**src/rtl/sub_8_gate_pkg.sv**
```systemverilog
// ----------------------------------------------------------------------------
// sub8_pkg
// Shared definitions for the 8-bit gate-level ripple-borrow subtractor.
//   SUB8_W        : operand / result width (fixed at 8)
//   sub8_result_t : difference plus borrow-out, used for the registered copy
// ----------------------------------------------------------------------------
package sub8_pkg;

    localparam int SUB8_W = 8;

    typedef struct packed {
        logic [SUB8_W-1:0] d;
        logic              bout;
    } sub8_result_t;

endpackage

```
**src/rtl/sub_8_gate_if.sv**
```systemverilog
// ----------------------------------------------------------------------------
// sub_8_gate_if
// Operand / result bundle for sub_8_gate.
//   A, B      : minuend and subtrahend (driven by master)
//   D, BOUT   : combinational difference and borrow-out (driven by slave)
//   D_REG,
//   BOUT_REG  : clocked copy of D / BOUT (driven by slave)
// ----------------------------------------------------------------------------
interface sub_8_gate_if;
    import sub8_pkg::*;

    logic [SUB8_W-1:0] A;
    logic [SUB8_W-1:0] B;
    logic [SUB8_W-1:0] D;
    logic              BOUT;
    logic [SUB8_W-1:0] D_REG;
    logic              BOUT_REG;

    modport master (
        output A, B,
        input  D, BOUT, D_REG, BOUT_REG
    );

    modport slave (
        input  A, B,
        output D, BOUT, D_REG, BOUT_REG
    );

endinterface

```
**src/rtl/sub_8_gate_fsub1.sv**
```systemverilog
// ----------------------------------------------------------------------------
// fsub1_gate
// One-bit full subtractor built only from single-gate continuous assigns.
//   a, b : operand bits (computes a - b - bin)
//   bin  : borrow in
//   d    : difference bit   = a ^ b ^ bin
//   bout : borrow out       = (~a & b) | (~(a ^ b) & bin)
// ----------------------------------------------------------------------------
module fsub1_gate (
    input  logic a,
    input  logic b,
    input  logic bin,
    output logic d,
    output logic bout
);

    logic aXorB;
    logic notA;
    logic notAXorB;
    logic genBorrow;
    logic propBorrow;

    assign aXorB      = a ^ b;
    assign d          = aXorB ^ bin;
    assign notA       = ~a;
    assign genBorrow  = notA & b;
    // Equal operand bits pass the incoming borrow straight through.
    assign notAXorB   = ~aXorB;
    assign propBorrow = notAXorB & bin;
    assign bout       = genBorrow | propBorrow;

endmodule

```
**src/rtl/sub_8_gate.sv**
```systemverilog
// ----------------------------------------------------------------------------
// sub_8_gate
// 8-bit unsigned ripple-borrow subtractor, D = (A - B) mod 256, BOUT = A < B,
// plus a registered copy of both for synchronous consumers.
//   clk   : rising-edge clock for the registered copy only
//   rst_n : asynchronous active-low reset of D_REG / BOUT_REG
//   bus   : sub_8_gate_if slave (A, B in; D, BOUT, D_REG, BOUT_REG out)
// D and BOUT are purely combinational and keep tracking A/B during reset.
// ----------------------------------------------------------------------------
module sub_8_gate
    import sub8_pkg::*;
(
    input  logic         clk,
    input  logic         rst_n,
    sub_8_gate_if.slave  bus
);

    logic [SUB8_W:0]   borrowChain;
    logic [SUB8_W-1:0] diffBits;
    sub8_result_t      resultReg;

    assign borrowChain[0] = 1'b0;

    // Borrow ripples LSB to MSB; borrowChain[SUB8_W] is the final borrow-out.
    for (genvar i = 0; i < SUB8_W; i++) begin : gCell
        fsub1_gate uCell (
            .a    (bus.A[i]),
            .b    (bus.B[i]),
            .bin  (borrowChain[i]),
            .d    (diffBits[i]),
            .bout (borrowChain[i+1])
        );
    end

    assign bus.D    = diffBits;
    assign bus.BOUT = borrowChain[SUB8_W];

    // Register stage: capture every cycle, cleared immediately on reset.
    always_ff @(posedge clk or negedge rst_n) begin
        if (!rst_n) begin
            resultReg <= '0;
        end else begin
            resultReg <= '{d: diffBits, bout: borrowChain[SUB8_W]};
        end
    end

    assign bus.D_REG    = resultReg.d;
    assign bus.BOUT_REG = resultReg.bout;

endmodule

```
**src/flat_wrapper.sv**
```systemverilog
// flat-port wrapper written by rule: the top's interface ports become plain ports
module sub_8_gate_flat import sub8_pkg::*;
  (clk, rst_n, bus_A, bus_B, bus_D, bus_BOUT, bus_D_REG, bus_BOUT_REG);
  sub_8_gate_if bus_i ();
  input  logic clk;
  input  logic rst_n;
  input wire logic [$bits(bus_i.A)-1:0] bus_A;
  input wire logic [$bits(bus_i.B)-1:0] bus_B;
  output wire logic [$bits(bus_i.D)-1:0] bus_D;
  output wire logic [$bits(bus_i.BOUT)-1:0] bus_BOUT;
  output wire logic [$bits(bus_i.D_REG)-1:0] bus_D_REG;
  output wire logic [$bits(bus_i.BOUT_REG)-1:0] bus_BOUT_REG;
  assign bus_i.A = bus_A;
  assign bus_i.B = bus_B;
  assign bus_D = bus_i.D;
  assign bus_BOUT = bus_i.BOUT;
  assign bus_D_REG = bus_i.D_REG;
  assign bus_BOUT_REG = bus_i.BOUT_REG;
  sub_8_gate u_core (.clk(clk), .rst_n(rst_n), .bus(bus_i));
endmodule
```
**config.mk**
```make
export PLATFORM = sky130hd
export DESIGN_NAME = sub_8_gate_flat
export DESIGN_NICKNAME = d
export VERILOG_FILES = /design/src/rtl/sub_8_gate_pkg.sv /design/src/rtl/sub_8_gate_if.sv /design/src/rtl/sub_8_gate_fsub1.sv /design/src/rtl/sub_8_gate.sv /design/src/flat_wrapper.sv
export SDC_FILE = /design/constraint.sdc
export NUM_CORES = 1
export LEC_CHECK = 0
export BUFFER_PORTS_ARGS = -buffer_cell sky130_fd_sc_hd__buf_4
export CORE_MARGIN = 4
export CORE_UTILIZATION = 38
export CTS_BUF_LIST = sky130_fd_sc_hd__clkbuf_16
export CTS_CLUSTER_SIZE = 40
export DETAILED_ROUTE_END_ITERATION = 16
export HOLD_SLACK_MARGIN = 0.1
export PLACE_DENSITY = 0.75
export RECOVER_POWER = 50
export SYNTH_ARGS = -nofsm -noshare
export SYNTH_HDL_FRONTEND = slang
export SYNTH_SLANG_ARGS = --single-unit
```
**constraint.sdc**
```tcl
create_clock -name clk -period 4.3 [get_ports clk]
set_input_delay 0.43 -clock clk [delete_from_list [all_inputs] [get_ports clk]]
set_output_delay 0.43 -clock clk [all_outputs]
set_load 0.01 [all_outputs]
```
After elaboration in Yosys (flattened, before gate mapping)

Cells that the tools add are included.

Bits in registers: 9
Input port bits: 18
Output and inout port bits: 18
Word-level logic and storage cells: 54

Bitwise gates (word level): 52

Operators with widths:

| cell          | count |
|---|---|
| $and A1 B1 Y1 | 15 |
| $not A1 Y1    | 15 |
| $xor A1 B1 Y1 | 15 |
| $or A1 B1 Y1  | 7 |

Longest topological paths before layout

Gate-level depths: netlist of the first run.

Depth in word-level cells: 16
Gate-level depth with buffers: 13
Gate-level depth less buffers: 13

Hierarchy

Synthesis of the first run repeated with hierarchy kept, for this count alone.

Cells, all modules: 42
Area, all modules: 479.2 um^2

By module, submodules not included:

| module     | times used | cells an instance | area each (um^2) | sequential area each (um^2) |
|---|---|---|---|---|
| fsub1_gate | 8          | 4                 | 31.3             | 0.0 |
| sub_8_gate | 1          | 10                | 229.0            | 225.2 |

Worst setup path before layout of the first run

OpenSTA, ideal clock, no wires.

Kind: input to output
From: input bus_A[0]
To: output bus_D[7]
Data arrival time: 3.346 ns
Required time: 3.870 ns
Slack: 0.524 ns
Stages: 13
Path buffers: 1
Cells stage by stage: inv_1 ha_1 inv_1 fa_1 inv_1 fa_1 fa_1 fa_1 fa_1 fa_1 inv_1 fa_1 buf_4

Word-level cells in the longest chain between the ends: 15

RTL lines:

| item               | RTL line               | RTL |
|---|---|---|
| start: declaration | flat_wrapper.sv:7      | `input wire logic [$bits(bus_i.A)-1:0] bus_A;` |
| $not A1 Y1         | sub_8_gate_fsub1.sv:25 | `assign notA = ~a;` |
| $and A1 B1 Y1      | sub_8_gate_fsub1.sv:26 | `assign genBorrow = notA & b;` |
| $and A1 B1 Y1      | sub_8_gate_fsub1.sv:29 | `assign propBorrow = notAXorB & bin;` |
| $or A1 B1 Y1       | sub_8_gate_fsub1.sv:30 | `assign bout = genBorrow \| propBorrow;` |
| $and A1 B1 Y1      | sub_8_gate_fsub1.sv:29 |  |
| $or A1 B1 Y1       | sub_8_gate_fsub1.sv:30 |  |
| $and A1 B1 Y1      | sub_8_gate_fsub1.sv:29 |  |
| $or A1 B1 Y1       | sub_8_gate_fsub1.sv:30 |  |
| $and A1 B1 Y1      | sub_8_gate_fsub1.sv:29 |  |
| $or A1 B1 Y1       | sub_8_gate_fsub1.sv:30 |  |
| $and A1 B1 Y1      | sub_8_gate_fsub1.sv:29 |  |
| $or A1 B1 Y1       | sub_8_gate_fsub1.sv:30 |  |
| $and A1 B1 Y1      | sub_8_gate_fsub1.sv:29 |  |
| $or A1 B1 Y1       | sub_8_gate_fsub1.sv:30 |  |
| $xor A1 B1 Y1      | sub_8_gate_fsub1.sv:24 | `assign d = aXorB ^ bin;` |
| end: declaration   | flat_wrapper.sv:9      | `output wire logic [$bits(bus_i.D)-1:0] bus_D;` |

Every way passes these cells.

Final worst setup path of the first run

Same ends and word-level chain as after synthesis.

==> results of run 1 <==
==> registers in the layout (all words and copies together), names as in the netlist <==
register,count
u_core.bus.D_REG,8
u_core.bus.BOUT_REG,1
==> cell usage in the layout, fill, tap and decap left out <==
cell type,Yosys,final
dlygate4sd3_1,0,1
clkbuf_16,0,3
fa_1,7,7
dfrtp_1,9,9
clkbuf_4,0,1
ha_1,1,1
clkbuf_1,0,8
buf_4,8,26
inv_1,18,19
==> critical path: stages <==
cell	delay [ps]
clkbuf_4	100
inv_1	30
ha_1	160
inv_1	60
fa_1	150
inv_1	40
fa_1	370
fa_1	400
fa_1	390
fa_1	390
fa_1	380
inv_1	90
fa_1	430
buf_4	160
==> timing repair <==
action | 4_1_cts | 5_1_grt
endpoints found under the hold margin | 9 | 0
setup buffers | 0 | 0
hold buffers | 1 | 0
==> path summary, 6_finish.rpt <==
check	to	slack, ps
setup / recovery	bus_D[7]	290
min in group asynchronous	u_core.bus.BOUT_REG	650
hold / removal	u_core.bus.D_REG[1]	490
max in group asynchronous	u_core.bus.D_REG[1]	3340
==> cell type report <==
| cell class | count | area, sq um |
|---|---|---|
| Clock buffer | 3 | 75.1 |
| Inverter | 18 | 67.6 |
| Multi-Input combinational cell | 8 | 153 |
| Tap cell | 14 | 17.5 |
| Fill cell | 110 | 387 |
| Timing Repair Buffer | 36 | 243 |
| Clock inverter | 1 | 3.75 |
| Sequential cell | 9 | 225 |
==> cell families (layout without fill, tap and decap cells) <==
| family | after synthesis | in the layout |
|---|---|---|
| flip-flops | 9 | 9 |
| adder cells (fa/ha/maj) | 8 | 8 |
| buffers and inverters | 26 | 58 |
==> per-layer routing <==
metal / vias to the layer above / share of wire (%) / global-route usage [%]
li1: 167 / - / -
met3: 2 / 7.0 / 1.63
met2: 14 / 59 / 17.5
met5: - / 0 / 0
met1: 149 / 31 / 10.2
met4: 0 / 2.9 / 12.7
==> where the power goes <==
group	switching (mW)	internal, mW	total, mW
sequential	0.00308	0.0993	0.102
clock	0.0353	0.121	0.156
combinational	0.0457	0.0452	0.0908
==> through the flow <==
stage / instances / total power [mW]
after floorplan: 43 / 0.159
after global placement: 84 / 0.203
final: 89 / 0.349
after detailed placement: 84 / 0.205
after CTS: 89 / 0.365
after global routing: 89 / 0.370
==> results.cfg, run 1 <==
[yosys]
yosys_warnings = 0
ys_seq_area_share_pct = 44.6
synth_edf_count = 0
synthTopCellsByArea = dfrtp_1, fa_1, inv_1
synth_top_family_by_area = adder cells
synthAdderAreaFrac_pct = 30.2
ys_dominant_reg_cell = dfrtp_1
synth-simple-area-share_pct = 0
synth_common_cells = inv_1, dfrtp_1, buf_4
synth_cell_types = 5
async_flop_share_pct = 100
yosys.area_share.xor_xnor_pct = 0
synth_mux_area_share_pct = 0
ys_seq_elements = 9
syn_avg_cell_area_sq_um = 11.8
synth_top_area_share_pct = 44.6
yosys.cell_count.top_type = inv_1
syn_inst = 43
synth_fp_nets = 69
synth.largest_area_cell = dfrtp_1
synth-compound-area-share_pct = 0
syn-cell-area_sq_um = 505

[cts]
clock-sinks = 9
clock_path_buffers = 2
cts_root_buf = clkbuf_16
cts.clk_slew.worst_paths_ps = 40
cts-htree-levels = 1
cts_tree = yes
cts_resized = 0
cts_made_buffers = 3

[setup_path]
critPathLaunch = bus_A[0]
critPathCaptureType = output port
start_kind = input port
worst-setup-path-type = in -> out
arrival_ps = 3580
worstPathMaxFanout = 2
worstPathRequired_ps = 3870

[routing]
drt-total-wl_microns = 934
dr.first_iter.drc_count = 0
firstDrtPassIters = 1
viasPerCell = 3.73
post-route-drc-count = 0
vias = 332
ant_nets = 0
wl_per_cell_microns = 10.5

[floorplanning]
placementRows = 12
ios = 36
coreArea_sq_um = 1170
die-height_microns = 44.5
die_w_microns = 44.5
initial_core_util_pct = 43.2
fp.dieArea_sq_um = 1980

[min_path]
hp-start = bus_A[1]
hold_depth = 2
hold_path_class = in -> reg

[timing]
hold_slack_ps = 495
finalCritPeriodShare_pct = 93.4
relSlewSlack_pct = 70.6
timing.fmax_ghz = 0.249
tightest_slew_ps = 442
final_hold_viol_count = 0
setup_tns_ps = 0
rsz0062_at_grt = no
fin_ws_ps = 285
period_needed_ps = 4010
drv_slew = 0
setup_violations = 0

[outcome]
outcome = complete, no violations

[grt]
grt_max_degree = 10
grt_pass1_vias = 338
grt-ovfl-total = 0
antenna_found_initial = 0
grt_first_pass_wirelength_mm = 1.42
grt_usage_pct = 10.6

[flow_run]
max_cap_viol_count = 0

[finish]
diodes = 0
nets = 102
design_area_sq_um = 785
area_growth_pct = 55.2
fin_util_pct = 67.0
final_layout_size_suffix_gt1_share_pct = 40.0

[placed_design]
dp_slack_ps = 295
place_hpwl_microns = 825
io_buffers = 35
place_congestion = 0.641
placed_cell_area_sq_um = 726

[power]
power_density_nw_per_um2 = 445
vdd_drop_max_mv = 0.196
leakagePower_nw = 0.444
No activity file was read; power rests on OpenSTA's default activity.
==> run 2, diff against run 1 <==
--- a/config.mk
+++ b/config.mk
@@ -6,14 +6,15 @@
 export NUM_CORES = 1
 export LEC_CHECK = 0
 export BUFFER_PORTS_ARGS = -buffer_cell sky130_fd_sc_hd__buf_4
-export CORE_MARGIN = 4
-export CORE_UTILIZATION = 38
+export CORE_AREA = 4 4 41 43
 export CTS_BUF_LIST = sky130_fd_sc_hd__clkbuf_16
 export CTS_CLUSTER_SIZE = 40
 export DETAILED_ROUTE_END_ITERATION = 16
+export DIE_AREA = 0 0 45 47
 export HOLD_SLACK_MARGIN = 0.1
-export PLACE_DENSITY = 0.75
+export PLACE_DENSITY = 0.73
 export RECOVER_POWER = 50
 export SYNTH_ARGS = -nofsm -noshare
 export SYNTH_HDL_FRONTEND = slang
+export SYNTH_HIERARCHICAL = 1
 export SYNTH_SLANG_ARGS = --single-unit
==> results.cfg, run 2 <==
[cts]
cts.clk_slew.worst_paths_ps = 40
cts_root_buf = clkbuf_16
cts_tree = yes
cts-htree-levels = 1
cts_made_buffers = 3
clock_path_buffers = 2
clock-sinks = 9

[yosys]
synth.largest_area_cell = dfrtp_1
syn_avg_cell_area_sq_um = 11.4
synth_edf_count = 0
yosys.cell_count.top_type = inv_1
synth_cell_types = 4
async_flop_share_pct = 100
syn-cell-area_sq_um = 479
ys_dominant_reg_cell = dfrtp_1
ys_seq_elements = 9
syn_inst = 42
ys_seq_area_share_pct = 47.0
synth_common_cells = inv_1, dfrtp_1, fa_1
synth_top_area_share_pct = 47.0
yosys_warnings = 6
synthTopCellsByArea = dfrtp_1, fa_1, inv_1
synth_fp_nets = 68

[floorplanning]
die_w_microns = 45
initial_core_util_pct = 36.8
fp.dieArea_sq_um = 2120
coreArea_sq_um = 1300
placementRows = 13
ios = 36
die-height_microns = 47

[setup_path]
worst-setup-path-type = in -> out
arrival_ps = 4130
worstPathMaxFanout = 2
worstSetupEndpoint = bus_D[7]
worstPathRequired_ps = 3870
start_kind = input port
critPathLaunch = bus_A[0]
critPathCaptureType = output port

[placed_design]
io_buffers = 35
place_congestion = 0.643
place_hpwl_microns = 894
placed_cell_area_sq_um = 786

[power]
power_density_nw_per_um2 = 425
leakagePower_nw = 0.507
p_sw_uw = 98.4
vdd_drop_max_mv = 0.199
pwr-share-comb_pct = 33.4
clkPwrFrac_pct = 40.0
p_sw_share_pct = 25.1
p_int_uw = 294
power_frac_seq_pct = 26.6

[min_path]
hold_path_class = in -> reg

[finish]
final_common_cell = buf_4
fin_util_pct = 71.1
fillers = 91
largest_register_ffs = 8
nets = 114
layout_common_cells = buf_4, inv_2, inv_1, dfrtp_1, fa_2
final_layout_size_suffix_gt1_share_pct = 75.9
diodes = 0
design_area_sq_um = 925
area_growth_pct = 93.0

[grt]
grt_first_pass_wirelength_mm = 2.27
grt_max_degree = 10
grt-ovfl-total = 0
antenna_found_initial = 0
grt_util_met3_pct = 3.83
use_met2_pct = 29.1
grt_busiest_layer = met2
grt_usage_pct = 16.0
met1_usage_pct = 15.9
grt_pass1_vias = 526

[outcome]
outcome = finished with violations
violations = setup timing

[routing]
vias = 404
ant_nets = 0
viasPerCell = 3.96
drt-total-wl_mm = 1.31
dr.first_iter.drc_count = 0
post-route-drc-count = 0
wl_per_cell_microns = 12.9
firstDrtPassIters = 1

[timing]
period_needed_ps = 4560
setup_violations = 2
drv_slew = 0
rsz0062_at_grt = yes
final_hold_viol_count = 0
fin_ws_ps = -263
finalCritPeriodShare_pct = 106
timing.fmax_ghz = 0.219

[flow_run]
max_cap_viol_count = 0
## run 2: cell types whose count changed after synthesis, sizes merged
cell / before / now
conb: 0 / 1
fa: 7 / 8
ha: 1 / 0
buf: 8 / 0
inv: 18 / 24
## run 2: kinds of logic (layout without fill, tap and decap cells)
family / Yosys count / in the layout / synth area share (%)
buffers and inverters: 24 / 69 / 18.8
DFF: 9 / 9 / 47.0
adders and majority gates: 8 / 8 / 33.4
other: 1 / 1 / 0.783
## run 2: timing repair
item / in CTS / in global routing
resized for setup: 10 / 13
endpoints found under the hold margin: 9 / 0
pin swaps: 1 / 0
hold buffers: 1 / 0
buffers inserted: 8 / 0
setup endpoints to repair: 2 / 4
## run 2: power groups by stage
stage          logic, mW  clock network, mW  registers (mW)
6_report           0.131              0.157           0.104
5_1_grt            0.144              0.167           0.106
3_3_place_gp       0.111                  0           0.105
2_1_floorplan     0.0394                  0           0.114
3_5_place_dp       0.112                  0           0.105
4_1_cts            0.131              0.159           0.105
## run 2: how the worst min path moves through the flow
stage	slack (ps)	start	end	depth (start not counted)
floorplan	130	rst_n	u_core/bus.BOUT_REG	0
global placement	250	rst_n	u_core/bus.D_REG[7]	1
detailed placement	250	rst_n	u_core/bus.D_REG[6]	1
CTS	520	bus_A[0]	u_core/bus.D_REG[0]	2
global route	530	bus_A[0]	u_core/bus.D_REG[0]	2
finish	520	bus_A[0]	u_core/bus.D_REG[0]	2
## run 2: worst max-delay path: stages
cell   delay (ps)
buf_6          90
fa_2          370
inv_2          60
inv_2          30
fa_2          320
inv_2          60
inv_2          30
fa_2          320
inv_2          60
inv_2          30
fa_2          330
inv_2          70
inv_2          40
fa_2          330
inv_2          60
inv_2          30
fa_2          320
inv_2          50
inv_2          30
fa_2          330
inv_2          60
inv_2          30
fa_2          540
buf_6         110
## run 2: cell type report
cell class                      count  area [sq um]  share of cell area [%]
Clock buffer                        3          75.1                    8.12
Clock inverter                      1          3.75                   0.406
Inverter                           24          92.6                    10.0
Multi-Input combinational cell      9           184                    19.9
Sequential cell                     9           225                    24.4
Tap cell                           15          18.8                    2.03
Timing Repair Buffer               41           325                    35.2
## run 2: per-layer routing
metal	wire [microns]	vias to the layer above
met2	769	23
met3	90	8
met5	0	-
met4	61	0
li1	-	190
met1	391	183
## run 2: stage by stage
step	setup TNS, ps	std cells	hold WS [ps]	setup WS [ps]	power (mW)
finish	-405	102	520	-263	0.393
global route	-685	102	528	-401	0.417
CTS	-322	106	520	-215	0.394
detailed placement	-507	93	254	-289	0.218
global placement	-415	93	254	-237	0.216
floorplan	0	42	134	3.24	0.153
